--- src/rtl/pipe_sequencer_if.sv ---
// Control bundle between the pipeline sequencer and the datapath:
// the run/step inputs, the port-A arbitration inputs, the stage enables and the counters.
interface pipe_sequencer_if #(
  parameter int CNT_W = 16
);
  logic             pause;
  logic             step_down;
  logic             wb_regwrite;
  logic             id_reads_a;
  logic             front_en;
  logic             idex_en;
  logic             idex_bubble;
  logic             back_en;
  logic             porta_write;
  logic [1:0]       state;
  logic [CNT_W-1:0] cycle_cnt;
  logic [CNT_W-1:0] stall_cnt;

  modport master (
    output pause, step_down, wb_regwrite, id_reads_a,
    input  front_en, idex_en, idex_bubble, back_en, porta_write,
    input  state, cycle_cnt, stall_cnt
  );

  modport slave (
    input  pause, step_down, wb_regwrite, id_reads_a,
    output front_en, idex_en, idex_bubble, back_en, porta_write,
    output state, cycle_cnt, stall_cnt
  );
endinterface

--- src/rtl/pipe_sequencer.sv ---
// Run/step controller for the 5-stage pipeline, plus arbitration of register-file port A
// between a writeback write and an ID rs read.
module pipe_sequencer #(
  parameter int STEP_CYCLES = 1,
  parameter int CNT_W       = 16
) (
  input logic            clk,
  input logic            rst,
  pipe_sequencer_if.slave bus
);

  typedef enum logic [1:0] {
    PAUSED = 2'b00,
    RUN    = 2'b01,
    STEP   = 2'b10
  } state_t;

  localparam logic [7:0] STEP_LOAD = 8'(STEP_CYCLES - 1);

  state_t           r_state;
  logic             r_sync1;
  logic             r_pause_s;
  logic [7:0]       r_step_cnt;
  logic [CNT_W-1:0] r_cycle_cnt;
  logic [CNT_W-1:0] r_stall_cnt;
  logic             w_active;
  logic             w_conflict;

  // PAUSE is a raw switch; both flops come out of reset in the halted level.
  always_ff @(posedge clk or posedge rst) begin
    if (rst) begin
      r_sync1   <= 1'b1;
      r_pause_s <= 1'b1;
    end else begin
      r_sync1   <= bus.pause;
      r_pause_s <= r_sync1;
    end
  end

  always_ff @(posedge clk or posedge rst) begin
    if (rst) begin
      r_state    <= PAUSED;
      r_step_cnt <= 8'd0;
    end else begin
      case (r_state)
        PAUSED: begin
          if (!r_pause_s) begin
            r_state <= RUN;
          end else if (bus.step_down) begin
            r_state    <= STEP;
            r_step_cnt <= STEP_LOAD;
          end
        end
        RUN: begin
          if (r_pause_s) r_state <= PAUSED;
        end
        STEP: begin
          // Releasing PAUSE mid-step drops whatever step budget is left.
          if (!r_pause_s) begin
            r_state    <= RUN;
            r_step_cnt <= 8'd0;
          end else if (r_step_cnt == 8'd0) begin
            r_state <= PAUSED;
          end else begin
            r_step_cnt <= r_step_cnt - 8'd1;
          end
        end
        default: r_state <= PAUSED;
      endcase
    end
  end

  always_ff @(posedge clk or posedge rst) begin
    if (rst) begin
      r_cycle_cnt <= '0;
      r_stall_cnt <= '0;
    end else begin
      if (w_active)   r_cycle_cnt <= r_cycle_cnt + 1'b1;
      if (w_conflict) r_stall_cnt <= r_stall_cnt + 1'b1;
    end
  end

  assign w_active   = (r_state == RUN) || (r_state == STEP);
  assign w_conflict = w_active & bus.wb_regwrite & bus.id_reads_a;

  // On a conflict the write wins port A, ID is held and a NOP goes into EX.
  assign bus.back_en     = w_active;
  assign bus.porta_write = w_active & bus.wb_regwrite;
  assign bus.front_en    = w_active & ~w_conflict;
  assign bus.idex_en     = w_active;
  assign bus.idex_bubble = w_conflict;
  assign bus.state       = r_state;
  assign bus.cycle_cnt   = r_cycle_cnt;
  assign bus.stall_cnt   = r_stall_cnt;

endmodule

--- src/flat_wrapper.sv ---
// flat-port wrapper written by rule: the top's interface ports become plain ports
module pipe_sequencer_flat 
#(
  parameter int STEP_CYCLES = 1,
  parameter int CNT_W       = 16
)
  (clk, rst, bus_pause, bus_step_down, bus_wb_regwrite, bus_id_reads_a, bus_front_en, bus_idex_en, bus_idex_bubble, bus_back_en, bus_porta_write, bus_state, bus_cycle_cnt, bus_stall_cnt);
  pipe_sequencer_if #(.CNT_W(CNT_W)) bus_i ();
  input logic clk;
  input logic rst;
  input wire logic [$bits(bus_i.pause)-1:0] bus_pause;
  input wire logic [$bits(bus_i.step_down)-1:0] bus_step_down;
  input wire logic [$bits(bus_i.wb_regwrite)-1:0] bus_wb_regwrite;
  input wire logic [$bits(bus_i.id_reads_a)-1:0] bus_id_reads_a;
  output wire logic [$bits(bus_i.front_en)-1:0] bus_front_en;
  output wire logic [$bits(bus_i.idex_en)-1:0] bus_idex_en;
  output wire logic [$bits(bus_i.idex_bubble)-1:0] bus_idex_bubble;
  output wire logic [$bits(bus_i.back_en)-1:0] bus_back_en;
  output wire logic [$bits(bus_i.porta_write)-1:0] bus_porta_write;
  output wire logic [$bits(bus_i.state)-1:0] bus_state;
  output wire logic [$bits(bus_i.cycle_cnt)-1:0] bus_cycle_cnt;
  output wire logic [$bits(bus_i.stall_cnt)-1:0] bus_stall_cnt;
  assign bus_i.pause = bus_pause;
  assign bus_i.step_down = bus_step_down;
  assign bus_i.wb_regwrite = bus_wb_regwrite;
  assign bus_i.id_reads_a = bus_id_reads_a;
  assign bus_front_en = bus_i.front_en;
  assign bus_idex_en = bus_i.idex_en;
  assign bus_idex_bubble = bus_i.idex_bubble;
  assign bus_back_en = bus_i.back_en;
  assign bus_porta_write = bus_i.porta_write;
  assign bus_state = bus_i.state;
  assign bus_cycle_cnt = bus_i.cycle_cnt;
  assign bus_stall_cnt = bus_i.stall_cnt;
  pipe_sequencer #(.STEP_CYCLES(STEP_CYCLES), .CNT_W(CNT_W)) u_core (.clk(clk), .rst(rst), .bus(bus_i));
endmodule
--- config.mk ---
export PLATFORM = sky130hd
export DESIGN_NAME = pipe_sequencer_flat
export DESIGN_NICKNAME = d
export VERILOG_FILES = /design/src/rtl/pipe_sequencer_if.sv /design/src/rtl/pipe_sequencer.sv /design/src/flat_wrapper.sv
export SDC_FILE = /design/constraint.sdc
export NUM_CORES = 1
export LEC_CHECK = 0
export ABC_AREA = 1
export CELL_PAD_IN_SITES_DETAIL_PLACEMENT = 1
export CELL_PAD_IN_SITES_GLOBAL_PLACEMENT = 2
export CORE_MARGIN = 5
export CORE_UTILIZATION = 30
export CTS_CLUSTER_DIAMETER = 60
export DETAILED_ROUTE_END_ITERATION = 12
export PLACE_DENSITY_LB_ADDON = 0.1
export SLEW_MARGIN = 5
export SYNTH_ARGS = -nofsm -noshare
export SYNTH_HDL_FRONTEND = slang
export SYNTH_SLANG_ARGS = --single-unit
--- constraint.sdc ---
create_clock -name clk -period 1.7 [get_ports clk]
set_input_delay 0.255 -clock clk [delete_from_list [all_inputs] [get_ports clk]]
set_output_delay 0.255 -clock clk [all_outputs]
set_load 0.1 [all_outputs]
-- After elaboration in Yosys (flattened, before gate mapping)
Cells that the tools add are included.
- bits in registers: 44
- output and inout port bits: 39
- word-level logic and storage cells: 38
- multiplexer cells: 11
- bitwise gates (word level): 4
- add/subtract/negate cells: 3
- equal/unequal tests: 8
- reduce and logical (&&, ||, !) cells: 6
- operator list (kind ; number):
    $add A16 B1 Y16 const B ; 2
    $mux W8 ; 4
    $pmux W8 S2 ; 1
    $mux W2 ; 5
    $ne A3 B3 Y1 const B ; 3
    $logic_not A8 Y1 ; 1
    $sub A8 B1 Y8 const B ; 1
    $pmux W2 S3 ; 1
    $ne A2 B1 Y1 const B ; 2
    $reduce_and A4 Y1 ; 1
    $and A1 B1 Y1 ; 3
    $reduce_and A3 Y1 ; 1
    $eq A2 B1 Y1 const B ; 1
    $eq A2 B2 Y1 const B ; 1
    $logic_not A2 Y1 ; 1
    $ne A2 B2 Y1 const B ; 1
    $reduce_bool A2 Y1 ; 1
    $logic_or A1 B1 Y1 ; 1
    $not A1 Y1 ; 1

-- Longest topological paths before layout
Gate-level depths: netlist of the first run.
- depth after elaboration: 6
- mapped depth: 11
- gate-level depth less buffers: 10

-- Worst setup path before layout of the first run
Ideal clock, no wire load.
- path kind: register to output
- from: register u_core.r_state[0], in the netlist u_core.bus.state[0]
- to: output bus_front_en
- arrival: 4.060 ns
- buffers on the path: 1
- stages on the path, launching flop included: 7
- slack: -2.615 ns
- cells stage by stage: dfrtp_1 > inv_1 > ha_1 > buf_4 > nand3_4 > clkinv_2 > nor2_1
- longest elaborated chain between the ends: 6
- elaborated cells between the ends (all ways): 7
- those cells by class: eq/ne: 2; bitwise: 4; reduce/logical: 1
- RTL lines (what ; RTL line ; text):
    from (decl) ; pipe_sequencer.sv:20 ; state_t r_state;
    from (signal assigned) ; pipe_sequencer.sv:42 ; r_state <= PAUSED;
    from (signal assigned) ; pipe_sequencer.sv:48 ; r_state <= RUN;
    from (signal assigned) ; pipe_sequencer.sv:50 ; r_state <= STEP;
    $eq A2 B1 Y1 or $eq A2 B2 Y1 (tied branches) ; pipe_sequencer.sv:83 ; assign w_active = (r_state == RUN) || (r_state == STEP);
    $logic_or A1 B1 Y1 * ; pipe_sequencer.sv:83 ;
    net bus_back_en ; flat_wrapper.sv:18 ; output wire logic [$bits(bus_i.back_en)-1:0] bus_back_en;
    $and A1 B1 Y1 * (2 in series) ; pipe_sequencer.sv:84 ; assign w_conflict = w_active & bus.wb_regwrite & bus.id_reads_a;
    net bus_idex_bubble ; flat_wrapper.sv:17 ; output wire logic [$bits(bus_i.idex_bubble)-1:0] bus_idex_bubble;
    $not A1 Y1 * ; pipe_sequencer.sv:89 ; assign bus.front_en = w_active & ~w_conflict;
    $and A1 B1 Y1 * ; pipe_sequencer.sv:89 ;
    to (decl) ; flat_wrapper.sv:15 ; output wire logic [$bits(bus_i.front_en)-1:0] bus_front_en;
Mark *: on every way through the listed nets, which the timed path passes. The rest lies on a longest branch.

-- Final worst setup path of the first run
- from: register u_core.r_state[0], in the netlist u_core.bus.state[0]
- to: output bus_idex_bubble
- longest elaborated chain between the ends: 4
- elaborated cells between the ends (all ways): 5
- those cells by class: eq/ne: 2; bitwise: 2; reduce/logical: 1
- RTL lines (what ; RTL line):
    $eq A2 B1 Y1 or $eq A2 B2 Y1 (tied branches) ; pipe_sequencer.sv:83
    $logic_or A1 B1 Y1 * ; pipe_sequencer.sv:83
    $and A1 B1 Y1 * (2 in series) ; pipe_sequencer.sv:84
    to (decl) ; flat_wrapper.sv:17
Every way passes the cells marked *; elsewhere a longest branch is shown, timed or not.

==> impl_summary.log, run 1 <==
[metrics] outcome: finished, violations left
[metrics] violated checks: setup timing
[metrics] die extent in y: 101 µm
[metrics] critical path capture point type: output pin
[metrics] wire length on met3: 236 µm
[metrics] DP Wirelength: 5340 µm
[metrics] P per Cell Area: 1840 nW/µm²
[metrics] net count after synthesis: 335
[metrics] boundary pin count: 45
[metrics] final setup violation count: 9
[metrics] share of flip-flops with an asynchronous set or reset: 1.00
[metrics] length of routed wiring on met1: 3140 µm
[metrics] placed cell areas: 3590 µm²
[metrics] detail-routed net length per standard cell: 14.1 µm
[metrics] IR Drop Worst-Case VDD: 1110 µV
[metrics] share of the synthesized area in the top cell type: 0.425
[metrics] CP dominant cell by count: sky130_fd_sc_hd__buf_12
[metrics] number of enable flip-flop cells after synthesis: 0
[metrics] Post-Route Utilization: 0.478
[metrics] warning count from the yosys run: 0
[metrics] starting utilization of the core area: 0.304
[metrics] maximum buffer depth of the clock tree: 2
[metrics] list of most frequent post-synthesis cells: 95 x sky130_fd_sc_hd__nand2_1, 49 x sky130_fd_sc_hd__inv_1, 44 x sky130_fd_sc_hd__nor2_1, 42 x sky130_fd_sc_hd__dfrtp_1, 24 x sky130_fd_sc_hd__nand3_1
[metrics] max-slew headroom at the worst pin: 0.762
[metrics] Slew @ Worst Pin: 357 ps
[metrics] Required @ worst endpoint: 1440 ps
[metrics] drt first-iter violations: 48
[metrics] source of the worst register-to-register timing path: u_core.bus.state[1]
[metrics] crit share post-route: 1.07
[metrics] Most used DFF post-synth: sky130_fd_sc_hd__dfrtp_1
[metrics] setup slack of the critical path after layout: -115 ps
[metrics] hold violation count in the final report: 0
[metrics] cell types with the largest area share after synthesis: sky130_fd_sc_hd__dfrtp_1 43%, sky130_fd_sc_hd__nand2_1 14%, sky130_fd_sc_hd__inv_1 7.4%
[metrics] final non-filler cell total: 504
[metrics] number of vias after detailed routing: 2,289
[metrics] achievable clock frequency: 551 MHz
[metrics] vias in the first global route: 2,446
[metrics] ANT cells: 0
[metrics] Arrival @ worst endpoint: 1560 ps
[metrics] leakage power summed over all cells: 1.87 nW
[metrics] all-layer global routing usage: 0.149
[metrics] Total Die Area: 10,200 µm²
[metrics] number of nets at the end of the flow: 410
[metrics] count of placed standard cells including taps: 482
[metrics] post-synthesis sequential area ratio: 0.447
[metrics] global-route wire length before repair: 12,000 µm
[metrics] Yosys top cell by area: sky130_fd_sc_hd__dfrtp_1
[metrics] CTS Sinks: 44
[metrics] total global routing overflow: 0
[metrics] clock input transition at the sequential cells of the worst setup and hold paths: 80 ps
[metrics] cell chosen for the clock root: sky130_fd_sc_hd__clkbuf_8
[metrics] worst hold path type: primary input to async pin
[metrics] die outline width: 101 µm
[metrics] max cap viols: 0
[metrics] max-slew violations: 0
[metrics] pin count of the biggest net entering global routing: 27
[metrics] antenna violations before repair: 0
[metrics] Post-Syn Instances: 323
[metrics] placeable core region: 8130 µm²
[metrics] Slowest cell on crit path: sky130_fd_sc_hd__dfrtp_4
[metrics] largest incremental delay on the critical path: 500 ps
[metrics] worst-skew pair later-pin latency: 290 ps
[metrics] last weighted congestion value of the routability-driven placer: 0.803
[metrics] Period minus WS final: 1820 ps
[metrics] leading cell type by number of instances after synthesis: sky130_fd_sc_hd__nand2_1
[metrics] Avg Synthesized Cell Area: 7.65 µm²
[metrics] number of remaining DRC errors: 0
[metrics] Max Clock Skew: 7.12 ps
[metrics] final total negative setup slack: -517 ps
[metrics] Critical Path, Cell by Cell: inv_4, ha_4, nand3_4, clkinv_8, buf_12, buf_12
[metrics] first-pass detailed-route iteration total: 4
[metrics] Routed met2 length: 3660 µm
[metrics] Detail Route Antenna Nets: 0
[metrics] total wirelength of the detailed-routed design: 7100 µm
[metrics] depth of the worst register-to-register path: 8
[metrics] design area: 3890 µm²
[metrics] CTS Buf Count: 5
[metrics] layout overhead on the synthesized area: 57.4%
[metrics] Filler Cell Count: 927
[metrics] launching element type of the critical path: flop
[metrics] Hold Worst Slack: 243 ps
[metrics] worst-case register-to-register setup slack: -50 ps
[metrics] number of core rows: 33
[metrics] RSZ-0062 raised after global routing: true
[metrics] uppermost layer routed: met4
[metrics] Netlist cell types: 25
[metrics] fraction of final layout cells with drive strength greater than 1: 0.296
[metrics] Max H-tree Level: 2
[metrics] TritonCTS clock tree: yes
[metrics] number of buffers inserted by port buffering: 44
[metrics] via-per-instance ratio: 4.54
[metrics] netlist area before placement: 2470 µm²
[metrics] largest fanout on the critical path: 4
[metrics] FF-to-FF End: u_core.bus.stall_cnt[5]
[metrics] Setup Crit Path Kind: flop to output pin
[metrics] register bit total from synthesis: 44
## metal layers
layer,vias to the layer above,global-route usage
met5,-,0
met4,0,0.0435
met3,4,0.0332
met2,36,0.261
met1,1113,0.181
li1,1136,-
## critical path, delay by kind of cell (launching register included)
kind,cells,cell delay [ps]
flops,1,500
fa+ha+maj,1,220
buf+inv,4,430
simple gates,1,120
## where the power goes
part           internal (mW)  switching (mW)
Sequential              1.30           0.322
Combinational           1.76            3.07
Clock                  0.333           0.363
Total                   3.39            3.76
## through the flow
| step | setup slack, ps | total power, mW |
|---|---|---|
| after floorplan | -631 | 4.52 |
| after CTS | -140 | 7.05 |
| after global placement | 66.0 | 6.00 |
| final | -115 | 7.15 |
| after detailed placement | 18.1 | 6.09 |
| after global routing | -180 | 7.60 |
## layout make-up
| class | count | area (µm²) | share of cell area |
|---|---|---|---|
| multi-input cells | 228 | 1280 | 0.329 |
| flip-flops and latches | 44 | 1120 | 0.288 |
| repair buffers | 69 | 1060 | 0.273 |
| inverters | 50 | 209 | 0.0537 |
| well taps | 105 | 131 | 0.0338 |
| clock buffers | 8 | 90.1 | 0.0232 |
## worst max-delay path by stage
| stage | endpoint | cells past startpoint | start | slack, ps |
|---|---|---|---|---|
| 4_1_cts | bus_idex_bubble | 6 | u_core.bus.state[0] | -140 |
| 3_5_place_dp | u_core.bus.stall_cnt[11] | 7 | bus_wb_regwrite | 20 |
| 5_1_grt | bus_front_en | 6 | u_core.bus.state[0] | -180 |
| 6_report | bus_idex_bubble | 6 | u_core.bus.state[0] | -120 |
| 3_3_place_gp | u_core.bus.stall_cnt[11] | 7 | bus_wb_regwrite | 70 |
| 2_1_floorplan | bus_front_en | 6 | u_core.bus.state[1] | -630 |
## sequential cells by signal, summed over array words and instances (netlist names)
register	flops
u_core.bus.cycle_cnt	16
u_core.bus.stall_cnt	16
u_core.r_step_cnt	8
u_core.r_pause_s	1
u_core.bus.state	2
u_core.r_sync1	1
## kinds of logic after synthesis
| kind of cell | share of synthesized area |
|---|---|
| AND/OR/NAND/NOR | 0.344 |
| buffers and inverters | 0.0825 |
| flip-flops | 0.447 |
| XOR/XNOR | 0.0709 |
| AO/OA/AOI/OAI | 0.0258 |
| adder cells (fa/ha/maj) | 0.0304 |
## cell usage in the layout, fill, tap and decap left out, types with 7 or more instances in the layout
cell type	n
sky130_fd_sc_hd__xnor2_1	10
sky130_fd_sc_hd__xor2_1	10
sky130_fd_sc_hd__inv_1	44
sky130_fd_sc_hd__nand4_1	11
sky130_fd_sc_hd__nand3_1	23
sky130_fd_sc_hd__buf_4	18
sky130_fd_sc_hd__nor2_1	37
sky130_fd_sc_hd__dfrtp_1	34
sky130_fd_sc_hd__buf_12	41
sky130_fd_sc_hd__o21ai_0	7
sky130_fd_sc_hd__nand2_1	90
## timing repair
item / CTS / global route
gates resized for setup: 7 / 17
buffers inserted: 8 / 5
hold buffers: 0 / 0
pin swaps: 2 / 7
endpoints found under the setup margin: 5 / 29
cloned: 0 / 1
Power figures use the tool's default switching activity.
==> run 2, diff against run 1 <==
--- a/config.mk
+++ b/config.mk
@@ -6,6 +6,7 @@
 export NUM_CORES = 1
 export LEC_CHECK = 0
 export ABC_AREA = 1
+export CAP_MARGIN = 20
 export CELL_PAD_IN_SITES_DETAIL_PLACEMENT = 1
 export CELL_PAD_IN_SITES_GLOBAL_PLACEMENT = 2
 export CORE_MARGIN = 5
==> results of run 2 <==
Final layout, timing and power as in run 1 (identical DEF).
==> run 3, diff against run 2 <==
--- a/config.mk
+++ b/config.mk
@@ -6,7 +6,7 @@
 export NUM_CORES = 1
 export LEC_CHECK = 0
 export ABC_AREA = 1
-export CAP_MARGIN = 20
+export CAP_MARGIN = 30
 export CELL_PAD_IN_SITES_DETAIL_PLACEMENT = 1
 export CELL_PAD_IN_SITES_GLOBAL_PLACEMENT = 2
 export CORE_MARGIN = 5
==> results of run 3 <==
Final layout, timing and power as in run 1 (identical DEF).
